--- src/rtl/mac_tx_framer.sv ---
// mac_tx_framer: byte-wide Ethernet MAC transmit framer feeding an RGMII DDR stage.
// Wraps each payload frame with preamble and SFD, zero-pads short frames, appends the
// IEEE 802.3 CRC-32 FCS, and enforces an inter-frame gap. A source underrun mid-frame
// aborts the frame with a tx_er cycle and the rest of the frame is dropped.
//
// Ports:
//   mac_tx_clk    - clock, all logic on its rising edge
//   mac_tx_rst_n  - synchronous active-low reset
//   s_data        - payload byte
//   s_valid       - s_data valid
//   s_sof / s_eof - first / last byte of a frame, qualified by s_valid
//   s_ready       - byte accepted this cycle (combinational from state)
//   tx_data       - registered byte to the DDR stage
//   tx_dv / tx_er - registered TX_CTL data-valid / error
//   tx_underrun   - registered one-cycle pulse on a frame abort
//   frame_cnt     - frames sent complete, wraps
module mac_tx_framer #(
  parameter int unsigned PREAMBLE_LEN  = 7,
  parameter int unsigned IFG_LEN       = 12,
  parameter int unsigned MIN_FRAME_LEN = 60,
  parameter bit          FCS_EN        = 1'b1
) (
  input  logic        mac_tx_clk,
  input  logic        mac_tx_rst_n,
  input  logic [7:0]  s_data,
  input  logic        s_valid,
  input  logic        s_sof,
  input  logic        s_eof,
  output logic        s_ready,
  output logic [7:0]  tx_data,
  output logic        tx_dv,
  output logic        tx_er,
  output logic        tx_underrun,
  output logic [15:0] frame_cnt
);

  localparam logic [3:0]  PreLen  = 4'(PREAMBLE_LEN);
  localparam logic [7:0]  IfgLast = 8'(IFG_LEN - 1);
  localparam logic [16:0] MinLen  = 17'(MIN_FRAME_LEN);
  localparam logic [31:0] CrcPoly = 32'hEDB88320;

  typedef enum logic [2:0] {
    StIdle, StPreamble, StSfd, StData, StPad, StFcs, StDrop, StIfg
  } state_e;

  state_e state_q, state_d;

  logic [3:0]  pre_cnt_q, pre_cnt_d;
  logic [15:0] byte_cnt_q, byte_cnt_d;
  logic [1:0]  fcs_idx_q, fcs_idx_d;
  logic [7:0]  ifg_cnt_q, ifg_cnt_d;
  logic [31:0] crc_q, crc_d;
  logic [15:0] frame_cnt_q, frame_cnt_d;
  logic [7:0]  tx_data_q, tx_data_d;
  logic        tx_dv_q, tx_dv_d;
  logic        tx_er_q, tx_er_d;
  logic        tx_underrun_q, tx_underrun_d;
  logic        s_ready_c;

  logic [16:0] byte_inc;
  logic [15:0] byte_cnt_sat;
  logic [31:0] crc_inv;
  logic [7:0]  fcs_byte;

  // Reflected CRC-32, one byte, LSB first.
  function automatic logic [31:0] crc32_byte(input logic [31:0] crc, input logic [7:0] d);
    logic [31:0] c;
    c = crc;
    for (int i = 0; i < 8; i++) begin
      c = (c >> 1) ^ (CrcPoly & {32{c[0] ^ d[i]}});
    end
    return c;
  endfunction

  // Unsaturated count including the byte in flight, used for the pad decision.
  assign byte_inc     = {1'b0, byte_cnt_q} + 17'd1;
  assign byte_cnt_sat = (byte_cnt_q == 16'hFFFF) ? byte_cnt_q : byte_cnt_q + 16'd1;
  assign crc_inv      = ~crc_q;

  always_comb begin
    unique case (fcs_idx_q)
      2'd0:    fcs_byte = crc_inv[7:0];
      2'd1:    fcs_byte = crc_inv[15:8];
      2'd2:    fcs_byte = crc_inv[23:16];
      default: fcs_byte = crc_inv[31:24];
    endcase
  end

  // State register.
  always_ff @(posedge mac_tx_clk) begin
    if (!mac_tx_rst_n) begin
      state_q <= StIdle;
    end else begin
      state_q <= state_d;
    end
  end

  // Next-state logic.
  always_comb begin
    state_d = state_q;
    unique case (state_q)
      StIdle: begin
        if (s_valid && s_sof) begin
          state_d = (PREAMBLE_LEN <= 1) ? StSfd : StPreamble;
        end
      end
      StPreamble: begin
        if (pre_cnt_q + 4'd1 == PreLen) state_d = StSfd;
      end
      StSfd: state_d = StData;
      StData: begin
        if (!s_valid) begin
          state_d = StDrop;
        end else if (s_eof) begin
          if (byte_inc < MinLen) state_d = StPad;
          else if (FCS_EN)       state_d = StFcs;
          else                   state_d = StIfg;
        end
      end
      StPad: begin
        if (byte_inc >= MinLen) state_d = FCS_EN ? StFcs : StIfg;
      end
      StFcs: begin
        if (fcs_idx_q == 2'd3) state_d = StIfg;
      end
      StDrop: begin
        if (s_valid && s_eof) state_d = StIfg;
      end
      StIfg: begin
        if (ifg_cnt_q >= IfgLast) state_d = StIdle;
      end
      default: state_d = StIdle;
    endcase
  end

  // Output and datapath next values. Outputs are registered, so what is computed here
  // appears on tx_* one cycle later.
  always_comb begin
    s_ready_c     = 1'b0;
    tx_data_d     = 8'h00;
    tx_dv_d       = 1'b0;
    tx_er_d       = 1'b0;
    tx_underrun_d = 1'b0;
    pre_cnt_d     = pre_cnt_q;
    byte_cnt_d    = byte_cnt_q;
    fcs_idx_d     = fcs_idx_q;
    crc_d         = crc_q;
    frame_cnt_d   = frame_cnt_q;
    // Counts tx_dv-low cycles; parked at zero while a frame is on the wire.
    ifg_cnt_d     = (ifg_cnt_q == 8'hFF) ? ifg_cnt_q : ifg_cnt_q + 8'd1;

    unique case (state_q)
      StIdle: begin
        // Non-sof bytes are flushed; the sof byte stays pending until DATA.
        s_ready_c = s_valid && !s_sof;
        if (s_valid && s_sof) begin
          // First preamble byte launches here so tx_dv rises the cycle after sof.
          tx_data_d = 8'h55;
          tx_dv_d   = 1'b1;
          pre_cnt_d = 4'd1;
        end
      end
      StPreamble: begin
        tx_data_d = 8'h55;
        tx_dv_d   = 1'b1;
        pre_cnt_d = pre_cnt_q + 4'd1;
        ifg_cnt_d = 8'd0;
      end
      StSfd: begin
        tx_data_d  = 8'hD5;
        tx_dv_d    = 1'b1;
        crc_d      = 32'hFFFF_FFFF;
        byte_cnt_d = 16'd0;
        fcs_idx_d  = 2'd0;
        ifg_cnt_d  = 8'd0;
      end
      StData: begin
        s_ready_c = 1'b1;
        ifg_cnt_d = 8'd0;
        tx_dv_d   = 1'b1;
        if (s_valid) begin
          tx_data_d  = s_data;
          crc_d      = crc32_byte(crc_q, s_data);
          byte_cnt_d = byte_cnt_sat;
          if (s_eof && !FCS_EN && !(byte_inc < MinLen)) begin
            frame_cnt_d = frame_cnt_q + 16'd1;
          end
        end else begin
          tx_er_d       = 1'b1;
          tx_underrun_d = 1'b1;
        end
      end
      StPad: begin
        tx_dv_d    = 1'b1;
        ifg_cnt_d  = 8'd0;
        crc_d      = crc32_byte(crc_q, 8'h00);
        byte_cnt_d = byte_cnt_sat;
        if (!FCS_EN && byte_inc >= MinLen) frame_cnt_d = frame_cnt_q + 16'd1;
      end
      StFcs: begin
        tx_data_d = fcs_byte;
        tx_dv_d   = 1'b1;
        ifg_cnt_d = 8'd0;
        fcs_idx_d = fcs_idx_q + 2'd1;
        if (fcs_idx_q == 2'd3) frame_cnt_d = frame_cnt_q + 16'd1;
      end
      StDrop: begin
        s_ready_c = 1'b1;
      end
      StIfg: begin
      end
      default: begin
      end
    endcase
  end

  always_ff @(posedge mac_tx_clk) begin
    if (!mac_tx_rst_n) begin
      pre_cnt_q     <= 4'd0;
      byte_cnt_q    <= 16'd0;
      fcs_idx_q     <= 2'd0;
      ifg_cnt_q     <= 8'd0;
      crc_q         <= 32'd0;
      frame_cnt_q   <= 16'd0;
      tx_data_q     <= 8'h00;
      tx_dv_q       <= 1'b0;
      tx_er_q       <= 1'b0;
      tx_underrun_q <= 1'b0;
    end else begin
      pre_cnt_q     <= pre_cnt_d;
      byte_cnt_q    <= byte_cnt_d;
      fcs_idx_q     <= fcs_idx_d;
      ifg_cnt_q     <= ifg_cnt_d;
      crc_q         <= crc_d;
      frame_cnt_q   <= frame_cnt_d;
      tx_data_q     <= tx_data_d;
      tx_dv_q       <= tx_dv_d;
      tx_er_q       <= tx_er_d;
      tx_underrun_q <= tx_underrun_d;
    end
  end

  // Held low in reset regardless of the state register's value.
  assign s_ready     = s_ready_c & mac_tx_rst_n;
  assign tx_data     = tx_data_q;
  assign tx_dv       = tx_dv_q;
  assign tx_er       = tx_er_q;
  assign tx_underrun = tx_underrun_q;
  assign frame_cnt   = frame_cnt_q;

endmodule

--- config.mk ---
export PLATFORM = sky130hd
export DESIGN_NAME = mac_tx_framer
export DESIGN_NICKNAME = d
export VERILOG_FILES = /design/src/rtl/mac_tx_framer.sv
export SDC_FILE = /design/constraint.sdc
export NUM_CORES = 1
export LEC_CHECK = 0
export BUFFER_PORTS_ARGS = -buffer_cell sky130_fd_sc_hd__buf_2
export CAP_MARGIN = 10
export CORE_MARGIN = 3
export CORE_UTILIZATION = 57
export CTS_BUF_LIST = sky130_fd_sc_hd__clkbuf_2
export CTS_CLUSTER_DIAMETER = 80
export DETAILED_ROUTE_END_ITERATION = 12
export PLACE_DENSITY_LB_ADDON = 0.1
export SYNTH_ARGS = -nofsm -noshare
export SYNTH_HDL_FRONTEND = slang
export SYNTH_SLANG_ARGS = --single-unit
--- constraint.sdc ---
create_clock -name mac_tx_clk -period 1.8 [get_ports mac_tx_clk]
set_input_delay 0 -clock mac_tx_clk [delete_from_list [all_inputs] [get_ports mac_tx_clk]]
set_output_delay 0 -clock mac_tx_clk [all_outputs]
set_load 0.02 [all_outputs]
Word-level counts from Yosys, hierarchy flattened. Cells that the tools add are included.

Bits in registers: 91. Input port bits: 13. Output and inout port bits: 28. Logic and storage cells: 110.

$add $sub $neg: 6. Magnitude comparators: 3. Equality and inequality tests: 21. Multiplexer cells: 26. Bitwise operators: 27. Reductions and logical operators: 17.

Operator list (count): 31-bit by 32-bit XOR with 32-bit output (16); 32-bit case mux with 3 select lines (1); 16-bit case mux with 3 select lines (1); 8-bit case mux with 5 select lines (1); 16-bit by 1-bit adder with 16-bit output (second input constant) (2); 16-bit two-way mux (2); 32-bit two-way mux (1); 32-bit inverter (1); 3-bit two-way mux (8); 3-bit case mux with 8 select lines (1); 8-bit case mux with 3 select lines (1); 16-bit by 1-bit adder with 17-bit output (second input constant) (1); 17-bit by 6-bit >= comparator with 1-bit output (second input constant) (1); 17-bit by 6-bit less-than comparator with 1-bit output (second input constant) (1); 16-bit equality test (second input constant) (1); 2-bit != test (second input constant) (7); 3-bit equality test (second input constant) (4); 8-bit by 1-bit adder with 8-bit output (second input constant) (1); 8-bit equality test (second input constant) (1); 8-bit by 4-bit >= comparator with 1-bit output (second input constant) (1); 8-bit two-way mux (1); 4-bit case mux with 2 select lines (1); 2-bit AND reduction (4); 1-bit XOR (8); other kinds (25) (33).

Depth between registers and ports, before layout.
Word-level depth: 18. Depth in mapped cells: 10.

Least setup slack after synthesis. No wires, ideal clock.

Path type: register to register. Start: reg state_q[2]. End: reg byte_cnt_q[2]. Arrival time: 1919 ps. Path slack: -247 ps. Cell stages (with the launch flop): 9. Period minus slack after synthesis: 2047 ps. Cell sequence: dfxtp_1 > or3b_2 > buf_2 > o21a_1 > buf_2 > a41oi_1 > o21ai_0 > a22oi_1 > nor2_1.

Cells in the longest elaborated chain, start to end: 3. Elaborated cells between the ends (all ways): 7.

RTL lines: from (decl) (RTL line 46) `state_e state_q, state_d;`; from (signal assigned) (RTL line 92) `state_q <= StIdle;`; from (signal assigned) (RTL line 94) `state_q <= state_d;`; 3-bit by 2-bit equality test with 1-bit output / 3-bit equality test (equally long branches) (RTL line 152) `unique case (state_q)`; 2-bit != test (no line) / 3-bit nonzero test (equally long branches); 2-bit AND reduction (no line); to (signal assigned) (RTL line 231) `byte_cnt_q <= byte_cnt_d;`; to (decl) (RTL line 49) `logic [15:0] byte_cnt_q, byte_cnt_d;`.

Parallel ways exist; a longest one is shown, timed or not. A chain may end at the register's enable or synchronous reset.

Worst setup path in the final report.
Start: reg byte_cnt_q[1]. End: reg byte_cnt_q[5].

Cells in the longest elaborated chain, start to end: 4. Elaborated cells between the ends (all ways): 5.

RTL lines: 16-bit by 1-bit adder with 16-bit output / 16-bit equality test (equally long branches) (RTL line 77) `assign byte_cnt_sat = (byte_cnt_q == 16'hFFFF) ? byte_cnt_q : byte_cnt_q + 16'd1;`; 16-bit two-way mux (*) (RTL line 77); 16-bit two-way mux (RTL line 181) `if (s_valid) begin`; 16-bit case mux with 3 select lines (*) (RTL line 152).

Every way passes the cells marked *; elsewhere a longest branch is shown, timed or not. The select of a mux whose other input is x is not followed.

==> run summary <==
Commonest non-fill, non-tap cells in the layout: 145 x buf_4, 82 x xnor2_1, 74 x dfxtp_1
Worst hold slack: 0.255 ns
Num rows: 36
CTS clk-pin slew, worst paths: 0.25 ns
Mean Syn Cell Area: 8.31 um^2
Outcome: finished, violations left
Slew HR: 62.2%
Crit path DAT: 2.45 ns
Fmax: 0.522 GHz
CTS Sinks: 91
# setup viols final: 20
Post-DRT Antenna Nets: 0
Vias: 6438
Synth async-reset ratio: 0%
Util after Layout: 83.0%
Cell Area, Synth: 5990 um^2
CP max stage cell: dfxtp_2
Initial antenna violation count: 0
Crit share post-route: 106%
P&R area growth vs syn: 38.6%
Largest net degree at the start of global routing: 31
PD cells: 1850 nW/um^2
# DRC: 0
Top_reg_cell synth: dfxtp_1
Cell Chain, Critical Path: ha_4 > nand4_1 > buf_4 > nor2_4 > buf_6 > a31o_4 > buf_4 > or3_1 > a21oi_1
GPL Wtd Cong: 0.962
Core area: 10000 um^2
Req. time, crit path: 2.33 ns
VDD IR max: 1.22 mV
Worst path buffer plus inverter count: 3
# diodes: 0
Initial DRC count: 680
Min Clock Period, post-route: 1.92 ns
Chip height: 108 um
CTS tree: yes
CP Capture Type: flip-flop
GRT Total Usage: 33.7%
Setup TNS: -1.35 ns
Detailed Routing Iterations Pass 1: 5
Wire length of the first global-routing pass: 30900 um
CTS buffer count: 9
Mapped Cells: 721
Worst-Skew Late Latency: 0.60 ns
Slew @ Worst Pin: 0.563 ns
Mapped Nets: 743
Crit start category: flip-flop
Drt total wl: 20700 um
Synth Register Bits: 91
Layout Cells excl Fill: 1028
Vias/cell: 6.26
Pleak: 3.34 nW
Gr ovfl total: 0
Min-Delay Path Class: in2reg
Proportion of layout cells with a drive suffix above 1: 37.0%
Number of global-route vias before repair: 6214
H-tree Lvls: 3
Root Buffer: clkbuf_2
Final HPWL from detailed placement: 13500 um
Final hold violation count: 0
Die X-Extent: 108 um
Number of enable flip-flop cells after synthesis: 0
Die area: 11800 um^2
Largest delay share family, worst path: simple AND/OR/NAND/NOR gates
Commonest non-fill, non-tap cell in the layout: buf_4
Setup CP Type: reg2reg
Routed wire length per instance: 20.2 um
Layout Nets: 913
RSZ-0062 raised after global routing: true
I/O pin count: 41
Failing checks: setup timing
Seq/Total Area, Yosys: 30.4%
Crit-path most repeated cell: buf_4
Total of warnings raised by yosys: 0
Clock Tree Buf Depth: 2
Post-synth cell types: 60
IO Port Bufs: 40
Max cap viols: 0
Starting Density: 59.9%
Placed Cells: 975
Worst path max stage delay: 0.40 ns
Final std cell area, no fill: 8300 um^2
Setup ws final: -0.116 ns
Final Max Tran Viols: 0
Final Skew: 0.0287 ns
Dpl cell area: 7360 um^2
Crit Path Max Fanout: 4
[worst register-to-register path, delay by kind of cell (launching register included)]
family / cells / cell delay [ns]
AND/OR/NAND/NOR: 3 / 0.47
buffers and inverters: 3 / 0.43
flip-flops: 1 / 0.40
AO/OA/AOI/OAI: 2 / 0.39
adder cells (fa/ha/maj): 1 / 0.17
[synth_stat cells (3+ instances only)]
library cell	instances	area share (%)
buf_4	5	0.63
nor2_1	69	4.3
and2_1	6	0.63
nand3_1	15	1.3
buf_1	4	0.25
a221oi_1	13	1.9
a21oi_1	56	4.7
nand2b_1	5	0.52
a311oi_1	3	0.44
nand4_1	10	1.0
o21a_1	5	0.63
nand2_1	37	2.3
a211oi_1	13	1.6
xnor2_1	97	14
dfxtp_1	91	30
o21ai_0	30	2.5
buf_2	10	0.84
a221o_1	5	0.84
o221a_2	3	0.56
nor2b_1	5	0.52
and3_1	10	1.0
o221ai_1	10	1.5
clkbuf_1	35	2.2
xnor2_2	5	1.4
or3_1	5	0.52
inv_1	31	1.9
buf_6	3	0.56
nor4b_1	3	0.44
xor2_1	42	6.1
or3b_2	3	0.44
and4b_1	3	0.50
xnor2_4	3	1.4
a31oi_1	10	1.0
a222oi_1	8	1.3
and4_1	4	0.58
a22oi_1	4	0.50
ha_1	9	1.9
a2111oi_0	4	0.58
a41oi_1	3	0.44
nor3_1	12	1.0
o211ai_1	5	0.63
o22ai_1	4	0.42
[final timing paths]
check / depth (start not counted) / endpoint / startpoint / slack (ns)
min: 3 / tx_underrun / s_valid / 0.25
max reg2reg: 9 / byte_cnt_q[5] / byte_cnt_q[1] / -0.12
min reg2reg: 1 / byte_cnt_q[8] / byte_cnt_q[8] / 0.51
max: 9 / byte_cnt_q[5] / byte_cnt_q[1] / -0.12
[metal layers]
| metal | up-vias | GRT usage (%) | share of wire (%) |
|---|---|---|---|
| met2 | 424 | 55.3 | 47 |
| met4 | 0 | 11.8 | 4.0 |
| li1 | 2890 | - | - |
| met1 | 3033 | 43.1 | 38 |
| met3 | 91 | 8.24 | 11 |
| met5 | - | 0 | 0 |
[registers in the layout, indices dropped and copies added, names as in the netlist]
register / flops
crc_q: 32
fcs_idx_q: 2
byte_cnt_q: 16
tx_data: 8
frame_cnt: 16
tx_underrun: 1
ifg_cnt_q: 8
tx_dv: 1
pre_cnt_q: 4
state_q: 3
[area by class of cell]
cell class | count | area [um^2]
well taps | 133 | 166
fillers | 609 | 1700
repair buffers | 216 | 1700
flip-flops and latches | 91 | 1860
multi-input cells | 541 | 4380
clock inverters | 6 | 33.8
inverters | 32 | 120
clock buffers | 9 | 45.0
[power by group]
part	switching, W	internal, W
registers	0.000504	0.00248
logic	0.00560	0.00591
clock network	0.000722	0.000164
total	0.00682	0.00856
[metrics by stage]
step           setup slack, ns  total power, W
2_1_floorplan           -0.116         0.00940
3_3_place_gp            -0.237          0.0121
3_5_place_dp            -0.272          0.0124
4_1_cts                 -0.115          0.0140
5_1_grt                 -0.199          0.0161
6_report                -0.116          0.0154
[cell families after synthesis]
group / count (synthesis) / synth area share, %
AO/OA/AOI/OAI: 189 / 21.6
XOR/XNOR: 148 / 23.4
adder cells (fa/ha/maj): 9 / 1.88
buffers and inverters: 89 / 6.48
flip-flops: 91 / 30.4
multiplexers: 1 / 0.167
AND/OR/NAND/NOR: 194 / 16.0
[what timing repair did]
action                                  in CTS  in global routing
hold buffers                                12                  0
pin swaps                                   23                 46
endpoints found under the setup margin      49                 54
resized for setup                           46                 84
buffers inserted                            19                  8
gates cloned                                 2                  1
hold endpoints to repair                    45                  0
No activity file was read; power rests on OpenSTA's default activity.
